## config.mk

```make
export PLATFORM = sky130hd
export DESIGN_NAME = periph_bus_ctrl
export DESIGN_NICKNAME = d
export VERILOG_FILES = /design/src/rtl/periph_bus_ctrl.sv
export SDC_FILE = /design/constraint.sdc
export NUM_CORES = 1
export LEC_CHECK = 0
export BUFFER_PORTS_ARGS = -buffer_cell sky130_fd_sc_hd__buf_2
export CAP_MARGIN = 15
export CORE_ASPECT_RATIO = 2
export CORE_MARGIN = 1.5
export CORE_UTILIZATION = 30
export DETAILED_ROUTE_END_ITERATION = 16
export GPL_TIMING_DRIVEN = 1
export HOLD_SLACK_MARGIN = 0.03
export SYNTH_ARGS = -nofsm -noshare
export SYNTH_HDL_FRONTEND = slang
export SYNTH_SLANG_ARGS = --single-unit
```

## constraint.sdc

```tcl
create_clock -name clk -period 3.2 [get_ports clk]
set_input_delay 0.64 -clock clk [delete_from_list [all_inputs] [get_ports clk]]
set_output_delay 0.64 -clock clk [all_outputs]
set_load 0.02 [all_outputs]
```

## src/rtl/periph_bus_ctrl.sv

```systemverilog
// Peripheral bus controller: decodes a master request onto one of N_SLV slaves,
// waits for that slave's ready (or a timeout) and returns a one-cycle response.
module periph_bus_ctrl #(
    parameter int DW      = 32,
    parameter int N_SLV   = 4,
    parameter int SLV_AW  = 8,
    parameter int TIMEOUT = 15
) (
    input  logic                  clk,
    input  logic                  rst,
    input  logic                  req_i,
    input  logic                  we_i,
    input  logic [DW-1:0]         addr_i,
    input  logic [DW-1:0]         wdata_i,
    input  logic [3:0]            mask_i,
    output logic                  rdy_o,
    output logic                  err_o,
    output logic [DW-1:0]         rdata_o,
    output logic [N_SLV-1:0]      cs_o,
    output logic                  we_o,
    output logic [SLV_AW-1:0]     addr_o,
    output logic [DW-1:0]         wdata_o,
    output logic [3:0]            mask_o,
    input  logic [N_SLV-1:0]      slv_rdy_i,
    input  logic [N_SLV*DW-1:0]   slv_rdata_i
);

    localparam int SELW   = (N_SLV > 2) ? $clog2(N_SLV) : 1;
    localparam int HI_LSB = SLV_AW + 2 + SELW;
    localparam logic [SELW:0] N_SLV_W   = (SELW + 1)'(N_SLV);
    localparam logic [7:0]    TIMEOUT_W = 8'(TIMEOUT);

    localparam logic [1:0] IDLE   = 2'd0;
    localparam logic [1:0] ACCESS = 2'd1;
    localparam logic [1:0] RESP   = 2'd2;

    logic [1:0]       state;
    logic [SELW-1:0]  sel_idx;
    logic [7:0]       count;

    logic [SELW-1:0]  req_idx;
    logic             unmapped;
    logic [N_SLV-1:0] one_hot;
    logic             sel_rdy;
    logic [DW-1:0]    sel_rdata;

    // Any address bit above the decoded range, an out-of-range slave index,
    // or an empty byte mask makes the request unmapped.
    assign req_idx   = addr_i[SLV_AW+2 +: SELW];
    assign unmapped  = ((addr_i >> HI_LSB) != '0) ||
                       ({1'b0, req_idx} >= N_SLV_W) ||
                       (mask_i == 4'b0000);
    assign one_hot   = N_SLV'(1) << req_idx;
    assign sel_rdy   = slv_rdy_i[sel_idx];
    assign sel_rdata = slv_rdata_i[sel_idx*DW +: DW];

    always_ff @(posedge clk or posedge rst) begin
        if (rst) begin
            state   <= IDLE;
            sel_idx <= '0;
            count   <= '0;
            cs_o    <= '0;
            rdy_o   <= 1'b0;
            err_o   <= 1'b0;
            we_o    <= 1'b0;
            mask_o  <= 4'b0000;
            addr_o  <= '0;
            wdata_o <= '0;
            rdata_o <= '0;
        end else begin
            case (state)
                IDLE: begin
                    rdy_o <= 1'b0;
                    err_o <= 1'b0;
                    if (req_i) begin
                        if (unmapped) begin
                            rdy_o <= 1'b1;
                            err_o <= 1'b1;
                            state <= RESP;
                        end else begin
                            we_o    <= we_i;
                            addr_o  <= addr_i[SLV_AW+1:2];
                            wdata_o <= wdata_i;
                            mask_o  <= mask_i;
                            sel_idx <= req_idx;
                            cs_o    <= one_hot;
                            count   <= '0;
                            state   <= ACCESS;
                        end
                    end
                end
                ACCESS: begin
                    // Ready takes priority over a timeout landing in the same cycle.
                    if (sel_rdy) begin
                        if (!we_o) begin
                            rdata_o <= sel_rdata;
                        end
                        cs_o  <= '0;
                        rdy_o <= 1'b1;
                        err_o <= 1'b0;
                        state <= RESP;
                    end else if (count == TIMEOUT_W) begin
                        cs_o  <= '0;
                        rdy_o <= 1'b1;
                        err_o <= 1'b1;
                        state <= RESP;
                    end else begin
                        count <= count + 8'd1;
                    end
                end
                RESP: begin
                    rdy_o <= 1'b0;
                    err_o <= 1'b0;
                    state <= IDLE;
                end
                default: begin
                    cs_o  <= '0;
                    rdy_o <= 1'b0;
                    err_o <= 1'b0;
                    state <= IDLE;
                end
            endcase
        end
    end

endmodule
```

-- After elaboration in Yosys (flattened, before gate mapping)
Cells that the tools add are included.
- muxes and demuxes: 24
- reductions and logical operators: 10
- shift-type cells: 2
- add/subtract/negate cells: 1
- divide/modulo/power cells: 0
- $mul: 0
- bitwise logic cells: 3
- equality and inequality tests: 8
- order comparisons: 1
- operator list (cell ; number):
    128-bit by 8-bit variable part select with 32-bit output ; 1
    8-bit two-way mux ; 4
    32-bit nonzero test ; 1
    4-bit two-way mux ; 4
    8-bit one-hot mux with 2 select lines ; 1
    4-bit one-hot mux with 3 select lines ; 1
    8-bit by 1-bit adder with 8-bit output, second input constant ; 1
    8-bit by 4-bit == test with 1-bit output, second input constant ; 1
    2-bit two-way mux ; 4
    2-bit != test, second input constant ; 4
    1-bit two-way mux ; 6
    3-bit AND reduction ; 2
    5-bit AND reduction ; 1
    4-bit logical NOT ; 1
    1-bit one-hot mux with 2 select lines ; 2
    2-bit one-hot mux with 2 select lines ; 1
    4-bit AND reduction ; 1
    1-bit by 2-bit left shift with 4-bit output, first input constant ; 1
    2-bit by 3-bit less-than comparator with 1-bit output, second input constant ; 1
    3-bit != test, second input constant ; 1
    1-bit NOT ; 3
    1-bit binary-select mux with 2-bit select ; 1
    2-bit by 1-bit == test with 1-bit output, second input constant ; 1
    2-bit == test, second input constant ; 1
    4 further kinds ; 4
- bits of input ports: 204
- output and inout port bits: 83
- memories: 0
- memory bits (writable): 0
- flip-flop bits (word level): 95
- bits in read-only memories: 0
- logic and storage cells: 60
- bits in latches: 0

-- Depth between registers and ports, before layout
Gate-level depths: netlist (run 1).
- depth in word-level cells: 5
- gate-level depth with buffers: 6
- gate-level depth less buffers: 5

-- Least setup slack after synthesis (run 1)
No wires, ideal clock.
- path type: input port to flip-flop
- from: input req_i
- to: register addr_o[0]
- required time: 3.073 ns
- setup time: 0.127 ns
- arrival: 1.899 ns
- cell stages on the path: 5
- slack: 1.173 ns
- cell sequence: or3b_1 > nand3b_4 > nor2_4 > buf_6 > mux2_1
- cells in the longest elaborated chain, start to end: 1
- RTL lines (what ; RTL line ; text):
    start: declaration ; 11 ; input logic req_i,
    3-bit AND reduction (no source line) ; n/a ;
    end signal: assignment ; 82 ; addr_o <= addr_i[SLV_AW+1:2];
    end: declaration ; 21 ; output logic [SLV_AW-1:0] addr_o,
Every way passes these cells.
A chain may end at the register's enable or synchronous reset.

-- Worst setup path after layout (run 1)
- from: input mask_i[0]
- to: register mask_o[3]
- cells in the longest elaborated chain, start to end: 4
- RTL lines (what ; RTL line ; text):
    start: declaration ; 15 ; input logic [3:0] mask_i,
    4-bit logical NOT ; 52 ; (mask_i == 4'b0000);
    1-bit logical OR ; 51 ; ({1'b0, req_idx} >= N_SLV_W) ||
    1-bit NOT (no source line) ; n/a ;
    3-bit AND reduction (no source line) ; n/a ;
    end signal: assignment ; 84 ; mask_o <= mask_i;
    end: declaration ; 23 ; output logic [3:0] mask_o,
Every way passes these cells.

==> results of run 1 <==
## area by class of cell
type                       instances  share of cell area
tap                              198              0.0375
clock buffer                      11              0.0383
sequential                        95               0.360
clock inverter                     5             0.00966
timing repair buffer             291               0.227
inverter                           8             0.00492
multi-input combinational        185               0.323
## path summary, 6_finish.rpt
kind | start | end | cells after the start
max reg2reg | state[0]$_DFFE_PP0P_ | wdata_o[14]$_DFFE_PP0P_ | 5
min in group clk | wdata_o[31]$_DFFE_PP0P_ | wdata_o[31]$_DFFE_PP0P_ | 1
min | rst | wdata_o[13]$_DFFE_PP0P_ | 2
min reg2reg | wdata_o[31]$_DFFE_PP0P_ | wdata_o[31]$_DFFE_PP0P_ | 1
max in group asynchronous | rst | wdata_o[14]$_DFFE_PP0P_ | 3
max | mask_i[0] | mask_o[3]$_DFFE_PP0P_ | 6
## power breakdown
| part | switching (mW) | total [mW] | internal [mW] |
|---|---|---|---|
| Clock | 0.482 | 1.14 | 0.655 |
| Sequential | 0.0243 | 1.26 | 1.24 |
| Combinational | 0.143 | 0.308 | 0.165 |
| Total | 0.650 | 2.71 | 2.06 |
## per-layer routing
| layer | global-route usage | wire length [um] |
|---|---|---|
| met5 | 0 | 21 |
| met4 | 0.0632 | 303 |
| met3 | 0.0422 | 813 |
| met2 | 0.314 | 7600 |
| met1 | 0.172 | 4950 |
## worst register-to-register path, stage by stage, from the launching register on
cell and delay, ns:
dfrtp_1 0.42, or3b_1 0.46, nand3b_4 0.24, nor2_4 0.20, buf_12 0.26, mux2_1 0.38
## per-stage QoR
step	std cells	utilization
2_1_floorplan	306	-
3_3_place_gp	777	0.413
3_5_place_dp	777	0.413
4_1_cts	793	0.434
5_1_grt	793	0.434
6_report	793	0.434
## synth_stat cells, types with 3 or more instances
| master | n | area (um2) |
|---|---|---|
| buf_4 | 5 | 37.5 |
| buf_6 | 5 | 56.3 |
| buf_2 | 3 | 15.0 |
| nor4_2 | 3 | 37.5 |
| mux2_1 | 76 | 856 |
| clkbuf_1 | 4 | 15.0 |
| dfrtp_1 | 95 | 2380 |
| nor4_1 | 4 | 25.0 |
| nand3_1 | 3 | 15.0 |
| mux4_2 | 33 | 743 |
| o311ai_1 | 8 | 70.1 |
| o21ai_0 | 3 | 15.0 |
| nand2_1 | 8 | 30.0 |
| nor2_1 | 8 | 30.0 |
| o21ai_1 | 7 | 35.0 |
| inv_1 | 8 | 30.0 |
| nand4_1 | 3 | 18.8 |
## cells by family after synthesis
logic type,after synthesis,synth area share
multiplexers,112,0.350
XOR/XNOR,1,0.00188
AND/OR/NAND/NOR,42,0.0555
AO/OA/AOI/OAI,29,0.0467
adder cells (fa/ha/maj),1,0.00268
buffers and inverters,26,0.0338
flip-flops,95,0.509
## registers in the layout (all words and copies together) (netlist names)
register  count
addr_o        8
state         2
we_o          1
rdata_o      32
rdy_o         1
err_o         1
mask_o        4
wdata_o      32
sel_idx       2
count         8
cs_o          4
==> out/metrics.csv, run 1 <==
stage,metric,value,unit
outcome,outcome,"complete, no violations",
detailed_routing,vias,3824,
grt,antenna_found_initial,2,
timing,max_slew.worst_pin.slew,0.635,ns
floorplanning,die-area,16400,um2
cts,post_cts_buffers,0,
placement,place.gp.congestion,0.838,
cts,clockBufferDepth,2,
cells_and_area,nNetsFinal,795,
worst_setup_path,cp_top_family,simple AND/OR/NAND/NOR gates,
detailed_routing,routed_wl,13.7,mm
synth,ys_warn_count,0,
placement,hpwl,11.0,mm
cts,path_clk_slew,0.07,ns
cts,cts_inserted_buffers,9,
timing,fin_ws,1.05,ns
timing,maxSlewHeadroom,0.577,
floorplanning,io_pins,287,
timing,rsz0062_at_grt,false,
cells_and_area,multi_input_comb_area,2130,um2
timing,whs,0.338,ns
timing,final.period_utilization,0.673,
timing,tns,0,ns
timing,fin_worst_skew,0.0112,ns
cells_and_area,nFillCells,1456,
worst_setup_path,end_kind,flip-flop,
cells_and_area,layout-drive-gt1-share,0.590,
grt,grt_pass1_wl,21.0,mm
floorplanning,num_rows,64,
synth,synth_edf_count,0,
synth,synthesis.nets,511,
synth,syn_inst,306,
worst_setup_path,critPathMaxStageDelay,0.53,ns
worst_setup_path,critPathKind,in2reg,
cells_and_area,final-seq-area,2380,um2
cells_and_area,syn2layout_area_growth,41.6,%
synth,synth_area,4670,um2
timing,hold_viol,0,
worst_setup_path,ff2ff_setup_slack,1.11,ns
timing,finalSetupViolations,0,
synth,avgSynthCellArea,15.3,um2
cts,clkLatencyLatePin,0.34,ns
detailed_routing,drt_iter0_drc,111,
cts,cts_tree,done,
cts,cts.repair.resized,0,
detailed_routing,drt-pass1-iter-count,4,
synth,synth_cell_types,44,
power_and_ir_drop,powerDensity,410,nW/um2
detailed_routing,via_per_inst,4.82,
cts,cts_sinks,95,
floorplanning,coreArea,15200,um2
placement,port_buffers,284,
grt,grt_pass1_vias,4165,
worst_setup_path,worstPathCellList,buf_2 -> or4_1 -> nand4_1 -> buf_4 -> or2_1 -> mux2_4,
grt,grt_max_degree,45,
timing,max_freq,465,MHz
worst_setup_path,cp_slowest_cell,or4_1,
cts,root_buffer,clkbuf_16,
placement,placed_area,6290,um2
floorplanning,initial_utilization,0.307,
power_and_ir_drop,ir_drop,0.291,mV
synth,synth_seq_cells,95,
worst_setup_path,cp.required,3.42,ns
detailed_routing,drc,0,
power_and_ir_drop,power,2.71,mW
synth,async_flop_share,1.00,
placement,pre_cts_slack,0.656,ns
floorplanning,die_y,179,um
cts,hold_buffers,0,
cells_and_area,antenna_cells,0,
synth,ys_seq_area_frac,0.509,
grt,grt_util_all_layers,0.165,
cells_and_area,finalInstanceArea,6610,um2
power_and_ir_drop,power.leakage,3.59,nW
detailed_routing,drtAntennaViolNets,0,
cts,h-tree-depth,3,
detailed_routing,wl_per_cell,17.3,um
floorplanning,die_w,91.2,um
run,cap_violations,0,
worst_setup_path,start_kind,input pin,
worst_setup_path,path_buf_inv,2,
cells_and_area,layout_commonest_cell,buf_2,
timing,min_period,2.15,ns
synth,synthFlopType,dfrtp_1,
worst_setup_path,arrival,2.38,ns
worst_setup_path,path_max_fanout,11,
grt,gr-total-overflow,0,
worst_hold_path,hold_class,in2async,
cells_and_area,mostFrequentLayoutCells,"buf_2, dfrtp_1, mux2_1",
timing,slew_violations,0,
Note: power is estimated with default switching activity, not from simulation.
==> inputs of run 2 (changes only) <==
--- a/config.mk
+++ b/config.mk
@@ -5,6 +5,7 @@
 export SDC_FILE = /design/constraint.sdc
 export NUM_CORES = 1
 export LEC_CHECK = 0
+export ABC_AREA = 1
 export BUFFER_PORTS_ARGS = -buffer_cell sky130_fd_sc_hd__buf_2
 export CAP_MARGIN = 15
 export CORE_ASPECT_RATIO = 2
==> constraint.sdc (replaced) <==
create_clock -name clk -period 1.9 [get_ports clk]
set_input_delay 0.38 -clock clk [delete_from_list [all_inputs] [get_ports clk]]
set_output_delay 0.38 -clock clk [all_outputs]
set_load 0.02 [all_outputs]
==> out/metrics.csv, run 2 <==
stage,metric,value,unit
outcome,outcome,"complete, no violations",
synth,ys_warn_count,0,
cts,cts_inserted_buffers,9,
synth,synth_cell_types,30,
synth,yosys.area.top_type,dfrtp_1,
worst_setup_path,critPathKind,reg2reg,
synth,synthMuxAreaShare,0,
grt,gr-total-overflow,0,
timing,fin_worst_skew,0.0138,ns
synth,synth_top_family_by_area,simple AND/OR/NAND/NOR gates,
detailed_routing,drtAntennaViolNets,0,
grt,grt_max_degree,65,
worst_setup_path,end_kind,flip-flop,
cells_and_area,finalInstanceArea,7380,um2
synth,synth_common_cells,"nand2_1, dfrtp_1, nand3_1, nor2_1, o21ai_0",
synth,synthXorXnorAreaFrac,0.00490,
power_and_ir_drop,p_int,3.53,mW
cts,clkLatencyLatePin,0.35,ns
cts,h-tree-depth,3,
synth,synthesis.nets,867,
synth,synth_area,5360,um2
power_and_ir_drop,p_switching,1.02,mW
power_and_ir_drop,p_comb_frac,0.091,
cells_and_area,top_regs,"rdata_o (32), wdata_o (32)",
synth,synth_seq_cells,95,
grt,grt_pass1_vias,5451,
placement,dp_cells,1135,
worst_setup_path,ff2ff_path_depth,7,
worst_setup_path,cp-startpoint,sel_idx[1]$_DFFE_PP0P_,
worst_hold_path,hold_class,in2async,
detailed_routing,drc,0,
power_and_ir_drop,p_seq_frac,0.447,
cells_and_area,final_util,0.419,
run,cap_violations,0,
floorplanning,die_y,192,um
floorplanning,num_rows,69,
floorplanning,initial_utilization,0.304,
timing,rsz0062_at_grt,false,
worst_setup_path,start_kind,flip-flop,
placement,hpwl,12.9,mm
cells_and_area,layout-drive-gt1-share,0.406,
timing,slew_violations,0,
cts,path_clk_slew,0.07,ns
synth,synth-compound-area-share,0.107,
synth,avgSynthCellArea,8.10,um2
placement,placed_area,7010,um2
detailed_routing,vias,5561,
timing,max_freq,579,MHz
worst_setup_path,crit_path_end,rdata_o[4]$_DFFE_PP0P_,
detailed_routing,drt-pass1-iter-count,4,
cells_and_area,nNetsFinal,1140,
cts,hold_buffers,0,
grt,grt_util_all_layers,0.182,
synth,synthFlopType,dfrtp_1,
synth,synth_edf_count,0,
floorplanning,die-area,18700,um2
detailed_routing,wl_per_cell,14.7,um
worst_setup_path,cp.required,2.13,ns
worst_setup_path,ff2ff_setup_slack,0.17,ns
synth,yosys.area_share.adder,0.00233,
placement,place.gp.congestion,0.854,
synth,syn_inst,662,
timing,finalSetupViolations,0,
synth,yosysMostFrequentCell,nand2_1,
timing,tns,0,ns
grt,grt_pass1_wl,27.3,mm
power_and_ir_drop,powerDensity,617,nW/um2
cts,root_buffer,clkbuf_16,
detailed_routing,routed_wl,16.9,mm
worst_setup_path,arrival,1.96,ns
timing,fin_ws,0.172,ns
synth,async_flop_share,1.00,
cells_and_area,nFillCells,1824,
timing,maxSlewHeadroom,0.599,
synth,synth_area_leaders,"dfrtp_1, nand2_1, nand3_1",
synth,synth_simple_gate_area_frac,0.378,
placement,port_buffers,284,
cells_and_area,layout_commonest_cell,buf_2,
worst_setup_path,path_max_fanout,32,
floorplanning,coreArea,17600,um2
timing,hold_viol,0,
power_and_ir_drop,ir_drop,0.421,mV
cells_and_area,mostFrequentLayoutCells,"buf_2, nand2_1, nand3_1",
cts,clockBufferDepth,2,
cells_and_area,layout.cells.non_filler,1154,
floorplanning,io_pins,287,
cells_and_area,syn2layout_area_growth,37.7,%
grt,antenna_found_initial,1,
synth,ys_seq_area_frac,0.444,
synth,synth_top_area_frac,0.444,
cts,cts_tree,done,
timing,final.period_utilization,0.910,
power_and_ir_drop,sw_frac_of_total,0.224,
placement,pre_cts_slack,0.0810,ns
detailed_routing,drt_iter0_drc,238,
power_and_ir_drop,power.leakage,4.16,nW
timing,max_slew.worst_pin.slew,0.600,ns
power_and_ir_drop,clkPwrFrac,0.462,
detailed_routing,via_per_inst,4.82,
worst_setup_path,r2r_end,rdata_o[4]$_DFFE_PP0P_,
worst_setup_path,r2r_start,sel_idx[1]$_DFFE_PP0P_,
timing,min_period,1.73,ns
floorplanning,die_w,97.5,um
cts,cts_sinks,95,
run 2: per-stage QoR:
step | total power, mW | hold WS [ns]
4_1_cts | 4.65 | 0.113
2_1_floorplan | 2.21 | 0.489
5_1_grt | 4.76 | 0.147
3_3_place_gp | 2.49 | 0.451
3_5_place_dp | 2.49 | 0.459
6_report | 4.55 | 0.109
run 2: power groups by stage:
stage / Clock [mW] / Sequential [mW] / Combinational (mW)
detailed placement: 0 / 2.07 / 0.420
finish: 2.11 / 2.03 / 0.414
global route: 2.26 / 2.03 / 0.465
global placement: 0 / 2.07 / 0.415
floorplan: 0 / 2.08 / 0.135
CTS: 2.20 / 2.03 / 0.422
run 2: per-layer routing:
layer / track usage / routed length (um)
met5: 0 / 0
met4: 0.0593 / 265
met3: 0.0477 / 1480
met2: 0.317 / 8300
met1: 0.217 / 6860
run 2: cell families after synthesis:
kind of cell	after synthesis
AND/OR/NAND/NOR	398
AO/OA/AOI/OAI	106
flip-flops	95
buffers and inverters	59
XOR/XNOR	3
adder cells (fa/ha/maj)	1
run 2: cell type report:
| type | instances | area, um2 | share of cell area |
|---|---|---|---|
| Antenna cell | 1 | 2.50 | 0.000339 |
| Tap cell | 213 | 267 | 0.0361 |
| Sequential cell | 95 | 2380 | 0.322 |
| Inverter | 14 | 56.3 | 0.00763 |
| Clock inverter | 6 | 116 | 0.0158 |
| Clock buffer | 10 | 229 | 0.0310 |
| Multi-Input combinational cell | 508 | 2660 | 0.361 |
| Timing Repair Buffer | 307 | 1670 | 0.226 |
run 2: what timing repair did:
action	4_1_cts	5_1_grt
buffers inserted	0	2
setup endpoints to repair	0	36
resized for setup	0	1
run 2: critical path, stage by stage (launching register included):
cell and delay [ns]:
dfrtp_1 0.54, inv_1 0.12, nand3_1 0.15, nand2_4 0.10, nor2_8 0.28, nand2_8 0.22, nand2_1 0.12, nand2_1 0.06
run 2: worst min path at each step:
stage                                 start                       to  slack, ns
floorplan              count[0]$_DFFE_PP0P_     count[0]$_DFFE_PP0P_       0.49
global placement    wdata_o[31]$_DFFE_PP0P_  wdata_o[31]$_DFFE_PP0P_       0.45
detailed placement    mask_o[3]$_DFFE_PP0P_    mask_o[3]$_DFFE_PP0P_       0.46
CTS                                     rst  wdata_o[24]$_DFFE_PP0P_       0.11
global route                            rst  wdata_o[24]$_DFFE_PP0P_       0.15
finish                                  rst  wdata_o[24]$_DFFE_PP0P_       0.11
